===== src/rtl/eth_pkg.sv =====
// Shared types, constants and helpers for the Ethernet frame generator.
package eth_pkg;

  typedef enum logic [2:0] {
    ST_IDLE,
    ST_HDR,
    ST_PAYLOAD,
    ST_FCS,
    ST_IFG,
    ST_DONE
  } state_t;

  localparam int unsigned HDR_LEN       = 14;
  localparam int unsigned FCS_LEN       = 4;
  localparam logic [31:0] CRC_POLY_REFL = 32'hEDB88320;
  localparam logic [31:0] CRC_INIT      = 32'hFFFFFFFF;

  function automatic logic [10:0] clamp_len(input logic [10:0] len,
                                            input logic [10:0] lo,
                                            input logic [10:0] hi);
    if (len < lo) return lo;
    if (len > hi) return hi;
    return len;
  endfunction

  // One byte of reflected CRC-32, LSB of the byte first.
  function automatic logic [31:0] crc_next(input logic [31:0] c, input logic [7:0] d);
    logic [31:0] r;
    r = c ^ {24'h0, d};
    for (int unsigned i = 0; i < 8; i++)
      r = r[0] ? ((r >> 1) ^ CRC_POLY_REFL) : (r >> 1);
    return r;
  endfunction

endpackage


===== src/rtl/eth_crc32_d8.sv =====
// Registered byte-wise IEEE CRC-32; crc output already carries the final XOR.
module eth_crc32_d8
  import eth_pkg::*;
(
  input  logic        CLK,
  input  logic        RST_N,
  input  logic        init,
  input  logic        en,
  input  logic [7:0]  data,
  output logic [31:0] crc
);

  logic [31:0] crc_q;

  always_ff @(posedge CLK or negedge RST_N) begin
    if (!RST_N)    crc_q <= CRC_INIT;
    else if (init) crc_q <= CRC_INIT;
    else if (en)   crc_q <= crc_next(crc_q, data);
  end

  assign crc = ~crc_q;

endmodule


===== src/rtl/eth_frame_gen.sv =====
// Ethernet L2 frame traffic generator: header, counting payload, CRC-32 FCS,
// valid/ready byte stream with configurable frame count, length mode and gap.
module eth_frame_gen
  import eth_pkg::*;
#(
  parameter logic [47:0] DST_MAC     = 48'hFFFF_FFFF_FFFF,
  parameter logic [47:0] SRC_MAC     = 48'h0200_0000_0001,
  parameter logic [15:0] ETHERTYPE   = 16'h88B5,
  parameter int unsigned PAYLOAD_MIN = 46,
  parameter int unsigned PAYLOAD_MAX = 1500,
  parameter int unsigned IFG_CYCLES  = 12,   // must be >= 1
  parameter int unsigned LEN_MODE    = 0
) (
  input  logic        CLK,
  input  logic        RST_N,
  input  logic        start,
  input  logic        stop,
  input  logic [15:0] num_frames,
  input  logic [10:0] payload_len,
  output logic [7:0]  tx_data,
  output logic        tx_valid,
  output logic        tx_last,
  input  logic        tx_ready,
  output logic        busy,
  output logic        done,
  output logic [15:0] frames_sent
);

  localparam logic [10:0]  MIN_L       = 11'(PAYLOAD_MIN);
  localparam logic [10:0]  MAX_L       = 11'(PAYLOAD_MAX);
  localparam logic [10:0]  HDR_LAST    = 11'(HDR_LEN - 1);
  localparam logic [10:0]  FCS_PENULT  = 11'(FCS_LEN - 2);
  localparam logic [15:0]  GAP_LAST    = 16'(IFG_CYCLES - 1);
  localparam logic [127:0] HDR_WORDS   = {DST_MAC, SRC_MAC, ETHERTYPE, 16'h0000};

  state_t      state;
  logic [10:0] idx, len, len_first, len_next;
  logic [15:0] gap, num_q;
  logic        stop_pend, beat, run_end, crc_init, crc_en;
  logic [31:0] crc;
  logic [7:0]  hdr_byte [16];

  for (genvar g = 0; g < 16; g++) begin : g_hdr
    assign hdr_byte[g] = HDR_WORDS[8*(15-g) +: 8];
  end

  assign beat      = tx_valid & tx_ready;
  assign run_end   = stop_pend | stop | ((num_q != '0) && (frames_sent == num_q));
  assign len_first = (LEN_MODE != 0) ? MIN_L : clamp_len(payload_len, MIN_L, MAX_L);
  assign len_next  = (LEN_MODE != 0) ? ((len == MAX_L) ? MIN_L : len + 11'd1) : len;
  assign crc_init  = (state == ST_IDLE) || (state == ST_IFG) || (state == ST_DONE);
  assign crc_en    = beat && ((state == ST_HDR) || (state == ST_PAYLOAD));

  eth_crc32_d8 u_crc (
    .CLK   (CLK),
    .RST_N (RST_N),
    .init  (crc_init),
    .en    (crc_en),
    .data  (tx_data),
    .crc   (crc)
  );

  // Data is decoded from registered state so the first FCS byte can use the
  // CRC register right after it absorbs the last payload byte.
  always_comb begin
    tx_data = '0;
    case (state)
      ST_HDR:     tx_data = hdr_byte[idx[3:0]];
      ST_PAYLOAD: tx_data = frames_sent[7:0] + idx[7:0];
      ST_FCS: begin
        case (idx[1:0])
          2'd0:    tx_data = crc[7:0];
          2'd1:    tx_data = crc[15:8];
          2'd2:    tx_data = crc[23:16];
          default: tx_data = crc[31:24];
        endcase
      end
      default: tx_data = '0;
    endcase
  end

  always_ff @(posedge CLK or negedge RST_N) begin
    if (!RST_N) begin
      state       <= ST_IDLE;
      idx         <= '0;
      len         <= '0;
      gap         <= '0;
      num_q       <= '0;
      stop_pend   <= 1'b0;
      frames_sent <= '0;
      tx_valid    <= 1'b0;
      tx_last     <= 1'b0;
      busy        <= 1'b0;
      done        <= 1'b0;
    end else begin
      done <= 1'b0;
      if (stop && busy) stop_pend <= 1'b1;
      case (state)
        ST_IDLE: if (start) begin
          state       <= ST_HDR;
          idx         <= '0;
          tx_valid    <= 1'b1;
          busy        <= 1'b1;
          frames_sent <= '0;
          num_q       <= num_frames;
          len         <= len_first;
          stop_pend   <= 1'b0;
        end
        ST_HDR: if (beat) begin
          if (idx == HDR_LAST) begin
            state <= ST_PAYLOAD;
            idx   <= '0;
          end else idx <= idx + 11'd1;
        end
        ST_PAYLOAD: if (beat) begin
          if (idx == len - 11'd1) begin
            state <= ST_FCS;
            idx   <= '0;
          end else idx <= idx + 11'd1;
        end
        ST_FCS: if (beat) begin
          if (tx_last) begin
            state       <= ST_IFG;
            gap         <= '0;
            tx_valid    <= 1'b0;
            tx_last     <= 1'b0;
            frames_sent <= frames_sent + 16'd1;
            len         <= len_next;
          end else begin
            idx     <= idx + 11'd1;
            tx_last <= (idx == FCS_PENULT);
          end
        end
        ST_IFG: begin
          if (gap == GAP_LAST) begin
            if (run_end) begin
              state <= ST_DONE;
              busy  <= 1'b0;
              done  <= 1'b1;
            end else begin
              state    <= ST_HDR;
              idx      <= '0;
              tx_valid <= 1'b1;
            end
          end else gap <= gap + 16'd1;
        end
        ST_DONE: state <= ST_IDLE;
        default: state <= ST_IDLE;
      endcase
    end
  end

endmodule


===== config.mk =====
export PLATFORM = sky130hd
export DESIGN_NAME = eth_frame_gen
export DESIGN_NICKNAME = d
export VERILOG_FILES = /design/src/rtl/eth_pkg.sv /design/src/rtl/eth_crc32_d8.sv /design/src/rtl/eth_frame_gen.sv
export SDC_FILE = /design/constraint.sdc
export NUM_CORES = 1
export LEC_CHECK = 0
export ABC_AREA = 1
export ABC_CLOCK_PERIOD_IN_PS = 3400
export CAP_MARGIN = 15
export CORE_UTILIZATION = 50
export DETAILED_ROUTE_END_ITERATION = 10
export GPL_ROUTABILITY_DRIVEN = 0
export PLACE_DENSITY_LB_ADDON = 0.25
export SLEW_MARGIN = 20
export SYNTH_ARGS = -nofsm -noshare
export SYNTH_HDL_FRONTEND = slang
export SYNTH_SLANG_ARGS = --single-unit

===== constraint.sdc =====
create_clock -name CLK -period 3.4 [get_ports CLK]
set_clock_uncertainty 0.15 [all_clocks]
set_input_delay 0.68 -clock CLK [delete_from_list [all_inputs] [get_ports CLK]]
set_output_delay 0.68 -clock CLK [all_outputs]
set_load 0.02 [all_outputs]

==> impl_metrics.ini <==
[run_status]
status = completed

[synth]
syn-num-nets = 1160
yosys_warnings = 0
async_flop_share_pct = 100
synth_area_leaders = dfrtp_1 (25%), nand2_1 (14%), dfstp_2 (11%)
synth_cells = 1111
ys_types = 47
synth_area_um2 = 7760
seq_area_frac_synth_pct = 36.0
synth.largest_area_cell = dfrtp_1
ys.flop_type = dfrtp_1
ys_seq_elements = 110
syn_area_per_cell_um2 = 6.99
synth-edff-count = 0
synth.top_cell.area_share_pct = 25.1

[detailed_routing]
via_per_inst = 5.37
drt_iter0_drc = 599
dr.pass1.iters = 7
drc = 0
drt-total-wl_um = 20400
dr_total_vias = 7389
wl_per_cell_um = 14.8
drtAntennaViolNets = 0

[global_route]
grt_pass1_vias = 6936
antenna_found_initial = 0
grt_start_max_net_pins = 54
overflow = 0
grt_use_total_pct = 26.9
grt_pass1_wl_um = 33900

[floorplanning]
die_area_um2 = 16000
start_util_pct = 51.1
coreArea_um2 = 15200
num_rows = 45
design.portCount = 60
die-height_um = 127
die_x_um = 127

[sta]
tightest_slew_ns = 0.679
report.final.slew_viol_count = 0
finalCritPeriodShare_pct = 94.3
finalCriticalPeriod_ns = 3.21
slew_headroom_pct = 54.7
fmax_mhz = 312
hold_violations = 0
setup_tns_ns = 0
finalSetupViolCount = 0

[finish]
nNetsFinal = 1232
antenna_cells = 0
syn_to_final_growth_pct = 15.8
drive_above_1_share_pct = 10.4
finalCoreUtilization_pct = 59.1

[place]
dp_hpwl_um = 15700
portBuffers = 59

[power]
p_leak_nw = 4.52
irDropWorstVdd_mv = 0.262
power.density_nw_per_um2 = 298

[clock_tree]
clock_latency_ns = 0.37
postCtsHoldBufs = 0
clk_path_buf_depth = 2
cts_tree = built
clockRootBuffer = clkbuf_16
path_clk_slew_ns = 0.08
htree_levels = 3
cts.sinks = 110
numCtsBuffers = 9

[run]
cap_viol_max_count = 0

[min_path]
hold_path_class = input port to async pin

[worst_setup_path]
startpoint_type = register
path_class = register to output pin
critPathArrivalTime_ns = 2.38
crit_fanout = 10
end_kind = output pin
crit_required_ns = 2.57
[final timing paths]
check | startpoint | to | slack [ns] | cells past startpoint
setup / recovery | idx[1] | tx_data[0] | 0.19 | 9
hold / removal | RST_N | gap[8] | 0.20 | 1
setup reg to reg | idx[2] | u_crc.crc_q[27] | 0.46 | 16
hold reg to reg | len[10] | len[10] | 0.36 | 2
max in group asynchronous | RST_N | u_crc.crc_q[0] | 2.07 | 2
min in group CLK | len[10] | len[10] | 0.36 | 2
[layout make-up]
class,count,area (µm²)
Fill cell,1469,6210
Multi-Input combinational cell,817,4270
Sequential cell,110,2790
Timing Repair Buffer,80,744
Inverter,165,623
Tap cell,188,235
Clock buffer,9,225
Clock inverter,7,100
[cells in the final DEF (no fill, tap or decap), drive strengths merged]
master / n
nand3: 101
clkbuf: 9
dfstp: 32
nand4: 19
xnor2: 24
o221ai: 1
dlygate4sd2: 5
dlymetal6s2s: 2
and3: 3
o21ai: 84
o2111a: 1
buf: 22
or2: 3
bufinv: 1
a211oi: 3
nand3b: 1
a31oi: 1
o21bai: 1
xor2: 45
nor2: 104
nand2: 309
o211ai: 3
a22oi: 1
ha: 16
nor4: 10
inv: 166
a21oi: 35
a31o: 1
and3b: 1
xnor3: 1
dfrtp: 78
clkdlybuf4s50: 51
nor3: 25
clkinvlp: 1
o21a: 1
o22ai: 20
fa: 1
clkinv: 4
nor3b: 2
[synthesized netlist by cell type, drive strengths merged (6+ instances only)]
cell and count:
nor3 25, o22ai 20, xor2 45, a21oi 35, nand4 19, nor4 10
buf 6, dfrtp 78, xnor2 24, o21ai 84, clkbuf 13, dfstp 32
nand2 309, nor2 104, inv 163, ha 16, nand3 101
[sequential cells by signal, indices dropped and copies added (netlist names)]
signal / count
gap: 16
state: 3
busy: 1
done: 1
tx_last: 1
tx_valid: 1
idx: 11
len: 11
u_crc.crc_q: 32
frames_sent: 16
num_q: 16
stop_pend: 1
[worst max-delay path: stages, from the launching register on]
cell and delay, ns:
dfrtp_1 0.38, inv_1 0.13, ha_1 0.23, clkinvlp_4 0.21, nand2_1 0.09, o21ai_0 0.07
nand2_1 0.07, nand2_1 0.09, nand3_2 0.12, clkdlybuf4s50_1 0.61
[kinds of logic (layout without fill, tap and decap cells)]
kind of cell	after synthesis	after routing	share of synthesized area [%]
and+or+nand+nor	578	578	33.1
buffers and inverters	184	261	9.11
AOI/OAI and AO/OA	152	152	10.8
DFF	110	110	36.0
xor gates and xnor gates	70	70	8.17
adders and majority gates	17	17	2.84
[per-stage QoR]
| step | instances | hold slack, ns | area (µm²) | setup WS [ns] | total power [mW] |
|---|---|---|---|---|---|
| 3_3_place_gp | 1360 | 0.336 | 8660 | 0.346 | 1.55 |
| 4_1_cts | 1376 | 0.217 | 8980 | 0.0117 | 2.70 |
| 5_1_grt | 1376 | 0.251 | 8990 | -0.00217 | 2.77 |
| 6_report | 1376 | 0.196 | 8990 | 0.195 | 2.68 |
| 2_1_floorplan | 1111 | 0.234 | 7760 | 0.630 | 1.46 |
| 3_5_place_dp | 1360 | 0.343 | 8660 | 0.325 | 1.56 |
[power breakdown]
group	total, mW	switching [mW]	internal, mW
clock network	1.15	0.552	0.597
logic	0.177	0.0946	0.0820
registers	1.35	0.0229	1.33
[per-layer routing]
metal / global-route usage [%] / part of all wire, %
met5: 0 / 0
met3: 5.36 / 5.7
met1: 35.3 / 45
met2: 44.3 / 46
met4: 9.50 / 2.7
[what timing repair did]
item,4_1_cts,5_1_grt
setup buffers,0,0
resized for setup,5,9
endpoints found under the setup margin,5,5
cloned,0,0
pin swaps,0,1
Note: power is estimated with default switching activity, not from simulation.
